<file path="src/rtl/subsq_pkg.sv">
// Shared types and constants for the Subtract-a-Square turn controller.
// Latency: n/a (declarations only).
// Backpressure: n/a.
//
// Contents:
//   DEF_STATE_W        default pile / move width
//   turn_state_t       turn FSM state encoding
//   is_perfect_square  nonzero-square test at the default width
package subsq_pkg;

  localparam int DEF_STATE_W = 8;

  typedef enum logic [2:0] {
    IDLE,
    WAIT_MOVE,
    CHECK,
    APPLY,
    DONE
  } turn_state_t;

  // The largest square that fits in DEF_STATE_W bits has a root below
  // 2^(DEF_STATE_W/2), so these candidate roots cover every square in range.
  function automatic logic is_perfect_square(input logic [DEF_STATE_W-1:0] v);
    logic hit;
    hit = 1'b0;
    for (int k = 1; k < (1 << (DEF_STATE_W / 2)); k++) begin
      if (v == DEF_STATE_W'(k * k)) hit = 1'b1;
    end
    return hit;
  endfunction

endpackage

</file>
<file path="src/rtl/subsq_square_check.sv">
// Flags whether a move value is a nonzero perfect square.
// Latency: combinational (0 cycles).
// Backpressure: none; this is a pure function of its input.
//
// Ports:
//   move_val   in  W  candidate move
//   is_square  out 1  move_val equals k*k for some k in 1..2^(W/2)-1
module subsq_square_check
  import subsq_pkg::*;
#(
  parameter int W = DEF_STATE_W
) (
  input  logic [W-1:0] move_val,
  output logic         is_square
);

  // Parallel compare against every candidate square. k starts at 1, so a
  // zero move can never match.
  always_comb begin
    is_square = 1'b0;
    for (int k = 1; k < (1 << (W / 2)); k++) begin
      if (move_val == W'(k * k)) is_square = 1'b1;
    end
  end

endmodule

</file>
<file path="src/rtl/subsq_turn_ctrl.sv">
// Subtract-a-Square turn controller: holds the pile, checks each move and
// alternates players.
// Latency: move accepted in cycle N -> pile/player/pulses visible in N+2.
// Backpressure: move_ready is high only in WAIT_MOVE, low for N+1 and N+2.
//
// Ports:
//   clk, reset     clock, synchronous active-high reset
//   new_game       1-cycle pulse, loads start_pile (accepted in any state)
//   start_pile     initial pile size
//   move_valid     move offered; accepted while move_ready is high
//   move_ready     controller is waiting for a move
//   move_val       tokens to remove
//   game_state     current pile
//   player         player to move (0 = P1, 1 = P2); the winner once done
//   update_score   1-cycle pulse when the pile reaches zero
//   illegal_move   1-cycle pulse when a move is rejected (or a turn forfeited)
//   game_over      high while the game is finished
//
// Optional feature: define SUBSQ_TIMEOUT_EN to forfeit a turn after
// TIMEOUT_CYCLES cycles in WAIT_MOVE without an accepted move.
module subsq_turn_ctrl
  import subsq_pkg::*;
#(
  parameter int STATE_W = DEF_STATE_W
`ifdef SUBSQ_TIMEOUT_EN
  ,
  parameter int TIMEOUT_CYCLES = 1000
`endif
) (
  input  logic               clk,
  input  logic               reset,
  input  logic               new_game,
  input  logic [STATE_W-1:0] start_pile,
  input  logic               move_valid,
  output logic               move_ready,
  input  logic [STATE_W-1:0] move_val,
  output logic [STATE_W-1:0] game_state,
  output logic               player,
  output logic               update_score,
  output logic               illegal_move,
  output logic               game_over
);

  turn_state_t        state_q;
  turn_state_t        state_d;
  logic [STATE_W-1:0] move_q;
  logic               is_square;
  logic               legal;
  logic               wins;
  logic               forfeit;

  subsq_square_check #(
    .W(STATE_W)
  ) u_square_check (
    .move_val (move_q),
    .is_square(is_square)
  );

  // move_q <= game_state also guarantees the subtraction cannot wrap.
  assign legal = is_square && (move_q <= game_state);
  assign wins  = legal && (move_q == game_state);

`ifdef SUBSQ_TIMEOUT_EN
  localparam int TO_W = (TIMEOUT_CYCLES > 1) ? $clog2(TIMEOUT_CYCLES) : 1;

  logic [TO_W-1:0] to_cnt;

  assign forfeit = (state_q == WAIT_MOVE) && !move_valid && !new_game &&
                   (to_cnt == TO_W'(TIMEOUT_CYCLES - 1));

  // Counts cycles in the current WAIT_MOVE visit. It reads 0 in the first
  // cycle of every visit, including a restart by new_game or a forfeit.
  always_ff @(posedge clk) begin
    if (reset) begin
      to_cnt <= '0;
    end else if (state_q != WAIT_MOVE || state_d != WAIT_MOVE || new_game || forfeit) begin
      to_cnt <= '0;
    end else begin
      to_cnt <= to_cnt + TO_W'(1);
    end
  end
`else
  assign forfeit = 1'b0;
`endif

  always_ff @(posedge clk) begin
    if (reset) state_q <= IDLE;
    else       state_q <= state_d;
  end

  // The winning move goes straight to DONE so that update_score and
  // game_over appear together. Every other checked move, legal or not,
  // spends one APPLY cycle so move_ready stays low through N+2.
  always_comb begin
    state_d    = state_q;
    move_ready = 1'b0;
    game_over  = 1'b0;

    if (new_game) begin
      state_d = (start_pile == '0) ? DONE : WAIT_MOVE;
    end else begin
      case (state_q)
        IDLE:      state_d = IDLE;
        WAIT_MOVE: if (move_valid) state_d = CHECK;
        CHECK:     state_d = wins ? DONE : APPLY;
        APPLY:     state_d = WAIT_MOVE;
        DONE:      state_d = DONE;
        default:   state_d = IDLE;
      endcase
    end

    case (state_q)
      WAIT_MOVE: move_ready = 1'b1;
      DONE:      game_over  = 1'b1;
      default:   ;
    endcase
  end

  // Pile, player and pulses are all registered at the end of CHECK, so they
  // are visible together in the cycle after CHECK.
  always_ff @(posedge clk) begin
    if (reset) begin
      game_state   <= '0;
      player       <= 1'b0;
      move_q       <= '0;
      update_score <= 1'b0;
      illegal_move <= 1'b0;
    end else begin
      update_score <= 1'b0;
      illegal_move <= 1'b0;
      if (new_game) begin
        // Leaving CHECK this way drops any in-flight move.
        game_state <= start_pile;
        player     <= 1'b0;
      end else begin
        case (state_q)
          WAIT_MOVE: begin
            if (move_valid) begin
              move_q <= move_val;
            end else if (forfeit) begin
              player       <= ~player;
              illegal_move <= 1'b1;
            end
          end
          CHECK: begin
            if (!legal) begin
              illegal_move <= 1'b1;
            end else begin
              game_state <= game_state - move_q;
              if (wins) update_score <= 1'b1;
              else      player       <= ~player;
            end
          end
          default: ;
        endcase
      end
    end
  end

endmodule
</file>
<file path="config.mk">
export PLATFORM = sky130hd
export DESIGN_NAME = subsq_turn_ctrl
export DESIGN_NICKNAME = d
export VERILOG_FILES = /design/src/rtl/subsq_pkg.sv /design/src/rtl/subsq_square_check.sv /design/src/rtl/subsq_turn_ctrl.sv
export SDC_FILE = /design/constraint.sdc
export NUM_CORES = 1
export LEC_CHECK = 0
export ABC_AREA = 0
export BUFFER_PORTS_ARGS = -buffer_cell sky130_fd_sc_hd__buf_2
export CAP_MARGIN = 20
export CORE_MARGIN = 2
export CORE_UTILIZATION = 40
export CTS_CLUSTER_SIZE = 14
export DETAILED_ROUTE_END_ITERATION = 7
export HOLD_SLACK_MARGIN = 0.06
export PLACE_DENSITY_LB_ADDON = 0.25
export SYNTH_ARGS = -nofsm -noshare
export SYNTH_HDL_FRONTEND = slang
export SYNTH_SLANG_ARGS = --single-unit
</file>
<file path="constraint.sdc">
create_clock -name clk -period 2.8 [get_ports clk]
set_input_delay 0.14 -clock clk [delete_from_list [all_inputs] [get_ports clk]]
set_output_delay 0.14 -clock clk [all_outputs]
set_load 0.01 [all_outputs]
</file>
==> flow_summary.ini, run 1 <==
[global_route]
overflow = 0
grt_max_degree = 24
grt_pass1_vias = 1541
gr-usage-all-layers_pct = 18.70
antenna_found_initial = 0
grt_pass1_wl_um = 7452

[floorplanning]
pin_count = 33
die_area_mm2 = 0.004789
row_count = 23
start_util_pct = 41.91
fp.coreArea_mm2 = 0.004058
dieHeight_um = 69.20
die_w_um = 69.20

[worst_setup_path]
r2r_start = move_q[4]
worstSetupPathType = reg -> reg
r2r-end = game_state[6]
crit_arrival_ns = 2.67
r2r_slack_ns = 0.30
crit_required_ns = 2.98
cp-start-kind = flop
critPathCaptureType = flop
reg2regPathDepth = 8
crit_fanout = 10

[cells_and_area]
layout_commonest_cell = buf_2
drive_above_1_share_pct = 21.79
final_nets = 264
postLayoutCellArea_mm2 = 0.001934
n_antenna_cell = 0
syn_to_final_growth_pct = 13.76
layout_common_cells = 32 x buf_2, 24 x nor2_1, 22 x dfxtp_1, 13 x nand2_1, 11 x inv_1

[logic_synthesis]
synth_seq_cells = 22
yosysUniqueCellTypes = 57
synth_nets = 235
netlist_area_mm2 = 0.001700
seq_area_frac_synth_pct = 25.90
synth_edf_count = 0
asyncSetResetFlopFracSynth_pct = 0
ys.flop_type = dfxtp_1
syn_avg_cell_area_um2 = 8.254
synth_warnings = 0
syn_inst = 206

[cts]
cts.repair.resized = 0
cts.htree.levels = 1
postCtsHoldBufs = 0
cts_setup_buffers = 0
clk_path_buf_depth = 2
insertion_delay_ns = 0.27
root_buffer = clkbuf_8
cts.clk_slew.worst_paths_ns = 0.09
cts_sinks = 22
tritoncts = done
cts_buffers = 3

[sta]
maxSlewViolCount = 0
fin_hold_ws_ns = 0.09086
tns_ns = 0
max_slew_margin_pct = 63.67
worst_pin_slew_ns = 0.5444
hold_violations = 0
min_period_over_period_pct = 89.16
skew_ns = 0.006832
setup_slack_ns = 0.3035
fin_crit_ns = 2.496
setup_viol_count_final = 0
max_freq_ghz = 0.4006
rsz0062_at_grt = false

[power]
vdd_drop_max_v = 0.0002965
p_leak_nw = 0.7492
power_switching_share_pct = 29.30
p_switching_mw = 0.2519
pwr-share-clk_pct = 34.9
p_per_area_mw_per_mm2 = 444.6
p_int_mw = 0.6080
comb_power_share_pct = 25.3
total_power_mw = 0.8600
seqPwrFrac_pct = 39.8

[placement]
pre_cts_ws_ns = 0.3731
place_area_mm2 = 0.001863
port_buffers = 32
globalplace.congestion = 0.8567
post-dp-hpwl_um = 3367

[min_path]
worstHoldPathType = in -> reg
min_from = start_pile[7]
whs_path_depth = 3
hold_end = game_state[7]

[status]
status = finished clean

[detailed_routing]
drt_iter0_markers = 130
ant_nets = 0
wirelength_um = 4329
drtPass1Iterations = 4
via_per_inst = 5.863
drc = 0
wire_per_inst_um = 15.24
vias = 1665

[job]
cap_violations = 0
-- power groups by stage --
stage	combinational (mW)	sequential [mW]	clock, mW
2_1_floorplan	0.159	0.346	0
3_3_place_gp	0.215	0.349	0
3_5_place_dp	0.216	0.349	0
4_1_cts	0.217	0.342	0.307
5_1_grt	0.244	0.344	0.324
6_report	0.218	0.342	0.300
-- layer usage --
layer | vias to the layer above | GRT usage, % | wire length, um
met5 | - | 0 | 0
met4 | 0 | 1.961 | 20
met3 | 2 | 4.070 | 376
met2 | 67 | 29.38 | 1914
met1 | 753 | 27.15 | 2018
li1 | 843 | - | -
-- sequential cells by signal, summed over array words and instances (netlist names) --
register	cells
illegal_move	1
move_q	8
game_state	8
state_q	3
update_score	1
player	1
-- kinds of logic (layout without fill, tap and decap cells) --
| kind of cell | Yosys count | after routing | share of synthesized area [%] |
|---|---|---|---|
| muxes | 9 | 9 | 5.298 |
| and+or+nand+nor | 87 | 87 | 28.18 |
| AOI/OAI and AO/OA | 55 | 55 | 25.02 |
| xor gates and xnor gates | 5 | 5 | 2.576 |
| buffers and inverters | 19 | 47 | 5.960 |
| adders and majority gates | 9 | 9 | 7.064 |
| DFF | 22 | 22 | 25.90 |
-- critical path: stages, from the launching register on --
cell	delay, ns
dfxtp_1	0.51
inv_1	0.10
ha_1	0.39
nand4_1	0.14
or3_1	0.43
nand2_1	0.17
o32a_1	0.33
nand4_1	0.13
a311oi_1	0.21
-- Yosys cell counts (2+ instances only) --
master | count | share of area, %
nor2_1 | 24 | 5.3
dfxtp_1 | 22 | 26
nand2_1 | 13 | 2.9
inv_1 | 11 | 2.4
mux2i_1 | 9 | 5.3
a21oi_1 | 8 | 2.4
ha_1 | 8 | 5.9
nand4_1 | 7 | 2.6
o211ai_1 | 7 | 3.1
nor2b_1 | 6 | 2.2
nor3_1 | 6 | 1.8
o21a_1 | 6 | 2.6
or3_1 | 6 | 2.2
a31oi_1 | 5 | 1.8
buf_6 | 4 | 2.6
clkbuf_1 | 4 | 0.88
a311oi_1 | 3 | 1.5
nor4_1 | 3 | 1.1
xor2_1 | 3 | 1.5
a211oi_1 | 2 | 0.88
a41oi_1 | 2 | 1.0
nand3_1 | 2 | 0.59
nor3b_1 | 2 | 0.88
nor4b_1 | 2 | 1.0
o21ai_0 | 2 | 0.59
o21ai_2 | 2 | 1.0
o221ai_1 | 2 | 1.0
o31a_1 | 2 | 1.0
o32ai_1 | 2 | 1.0
or2_2 | 2 | 0.74
or3b_2 | 2 | 1.0
xnor2_1 | 2 | 1.0
-- layout make-up --
class                   count  area, um2
repair buffers             32      160.2
multi-input cells         165       1159
clock buffers               3      41.29
well taps                  50      62.56
inverters                  11      41.29
fillers                   397       2123
clock inverters             1      30.03
flip-flops and latches     22      440.4
-- through the flow --
stage,util [%],instances
6_report,47.67,284
5_1_grt,47.67,284
4_1_cts,47.67,284
3_5_place_dp,45.91,280
3_3_place_gp,45.91,280
2_1_floorplan,-,206
-- how the worst max path moves through the flow --
stage,from,endpoint,slack [ns],cells after the start
floorplan,game_state[0],player,0.64,9
global placement,move_q[6],player,0.41,8
detailed placement,move_q[4],game_state[6],0.37,8
CTS,move_q[4],game_state[6],0.33,8
global route,move_q[4],game_state[6],0.03,8
finish,move_q[4],game_state[6],0.30,8
(Power assumes the default switching activity.)
==> run 2: changes to the inputs <==
MAX_ROUTING_LAYER = met4   (was default)
RECOVER_POWER = 50   (was default)
==> run 2 against run 1 <==
Sequential share of layout area up 0.22 points; maximum frequency down 0.24%; sequential power about the same; global-route usage up 0.53 points; first-iteration DRC count unchanged; critical path type unchanged; critical endpoint unchanged; largest cell class unchanged; largest power group unchanged.
==> flow_summary.ini, run 2 (same netlist as run 1, synthesis figures left out) <==
[cts]
cts.clk_slew.worst_paths_ns = 0.09
root_buffer = clkbuf_8
tritoncts = done
postCtsHoldBufs = 0
insertion_delay_ns = 0.27
cts_setup_buffers = 0
cts.repair.resized = 0
cts.htree.levels = 1
clk_path_buf_depth = 2
cts_sinks = 22
cts_buffers = 3

[detailed_routing]
drt_iter0_markers = 130
wire_per_inst_um = 15.35
via_per_inst = 5.820
drtPass1Iterations = 4
ant_nets = 0
drc = 0
vias = 1653
wirelength_um = 4359

[global_route]
grt_max_degree = 24
gr-usage-all-layers_pct = 19.22
overflow = 0
antenna_found_initial = 0
grt_pass1_vias = 1541
grt_pass1_wl_um = 7452

[cells_and_area]
reg_top3 = game_state (8), move_q (8), state_q (3)
layout_commonest_cell = nor2_1
syn_to_final_growth_pct = 12.66
layout_common_cells = 25 x nor2_1, 22 x dfxtp_1, 19 x buf_2, 13 x nand2_1, 13 x clkbuf_1
n_antenna_cell = 0
drive_above_1_share_pct = 15.81
instances_no_fill = 284
final_nets = 264
nFillCells = 405

[sta]
tns_ns = 0
max_slew_margin_pct = 41.78
fin_crit_ns = 2.503
rsz0062_at_grt = false
hold_violations = 0
worst_pin_slew_ns = 0.8701
max_freq_ghz = 0.3996
skew_ns = 0.007296
maxSlewViolCount = 0
min_period_over_period_pct = 89.38
setup_viol_count_final = 0

[worst_setup_path]
cp-start-kind = flop
crit_fanout = 10
worstSetupPathType = reg -> reg
critPathCaptureType = flop
crit_arrival_ns = 2.68
crit_required_ns = 2.98

[floorplanning]
dieHeight_um = 69.20
die_w_um = 69.20
pin_count = 33
fp.coreArea_mm2 = 0.004058
start_util_pct = 41.91
die_area_mm2 = 0.004789
row_count = 23

[placement]
globalplace.congestion = 0.8704
port_buffers = 32
placed_cells = 280
post-dp-hpwl_um = 3367

[job]
cap_violations = 0

[min_path]
worstHoldPathType = in -> reg

[power]
p_leak_nw = 0.6985
vdd_drop_max_v = 0.0002982
p_per_area_mw_per_mm2 = 448.4

[status]
status = finished clean
run 2: cell types whose count changed in the layout (fill, tap and decap cells not counted):
cell | before | now
buf_2 | 32 | 19
clkbuf_1 | 0 | 13
nor2_1 | 24 | 25
nor2_2 | 1 | 0
run 2: where the power goes:
part | internal, mW | switching [mW] | total (mW)
clock | 0.191 | 0.111 | 0.302
sequential | 0.325 | 0.0168 | 0.342
combinational | 0.0891 | 0.126 | 0.215
run 2: worst paths after layout:
path,cells after the start,slack [ns],from,endpoint
min,3,0.09,start_pile[7],game_state[7]
max reg2reg,8,0.30,move_q[4],game_state[6]
min reg2reg,2,0.51,player,player
max,8,0.30,move_q[4],game_state[6]
run 2: critical path, stage by stage (launching register included):
cell      delay, ns
dfxtp_1        0.51
inv_1          0.10
ha_1           0.39
nand4_1        0.14
or3_1          0.43
nand2_1        0.17
o32a_1         0.33
nand4_1        0.13
a311oi_1       0.22
run 2: metal layers:
metal  track usage, %  vias up  routed length [um]
met5                -        -                   0
met4            1.961        0                  20
met3            4.070        2                 296
met2            29.38       49                1901
met1            27.15      756                2140
li1                 -      846                   -
run 2: metrics by stage:
stage               setup slack (ns)  total power, mW  hold slack (ns)  cell area, um2  util (%)
floorplan                     0.6378           0.5054           0.2485            1700         -
finish                        0.2974           0.8589          0.09049            1916     47.21
CTS                           0.3311           0.8656          0.08582            1934     47.67
global placement              0.4067           0.5641           0.3621            1863     45.91
detailed placement            0.3731           0.5646           0.3636            1863     45.91
global route                 0.03111           0.9099          0.08544            1916     47.21
run 2: cell type report:
| type | instances | area (um2) | share of cell area, % |
|---|---|---|---|
| multi-input cells | 165 | 1156 | 60.35 |
| clock inverters | 1 | 30.03 | 1.568 |
| repair buffers | 32 | 143.9 | 7.511 |
| well taps | 50 | 62.56 | 3.266 |
| clock buffers | 3 | 41.29 | 2.155 |
| flip-flops and latches | 22 | 440.4 | 22.99 |
| inverters | 11 | 41.29 | 2.155 |
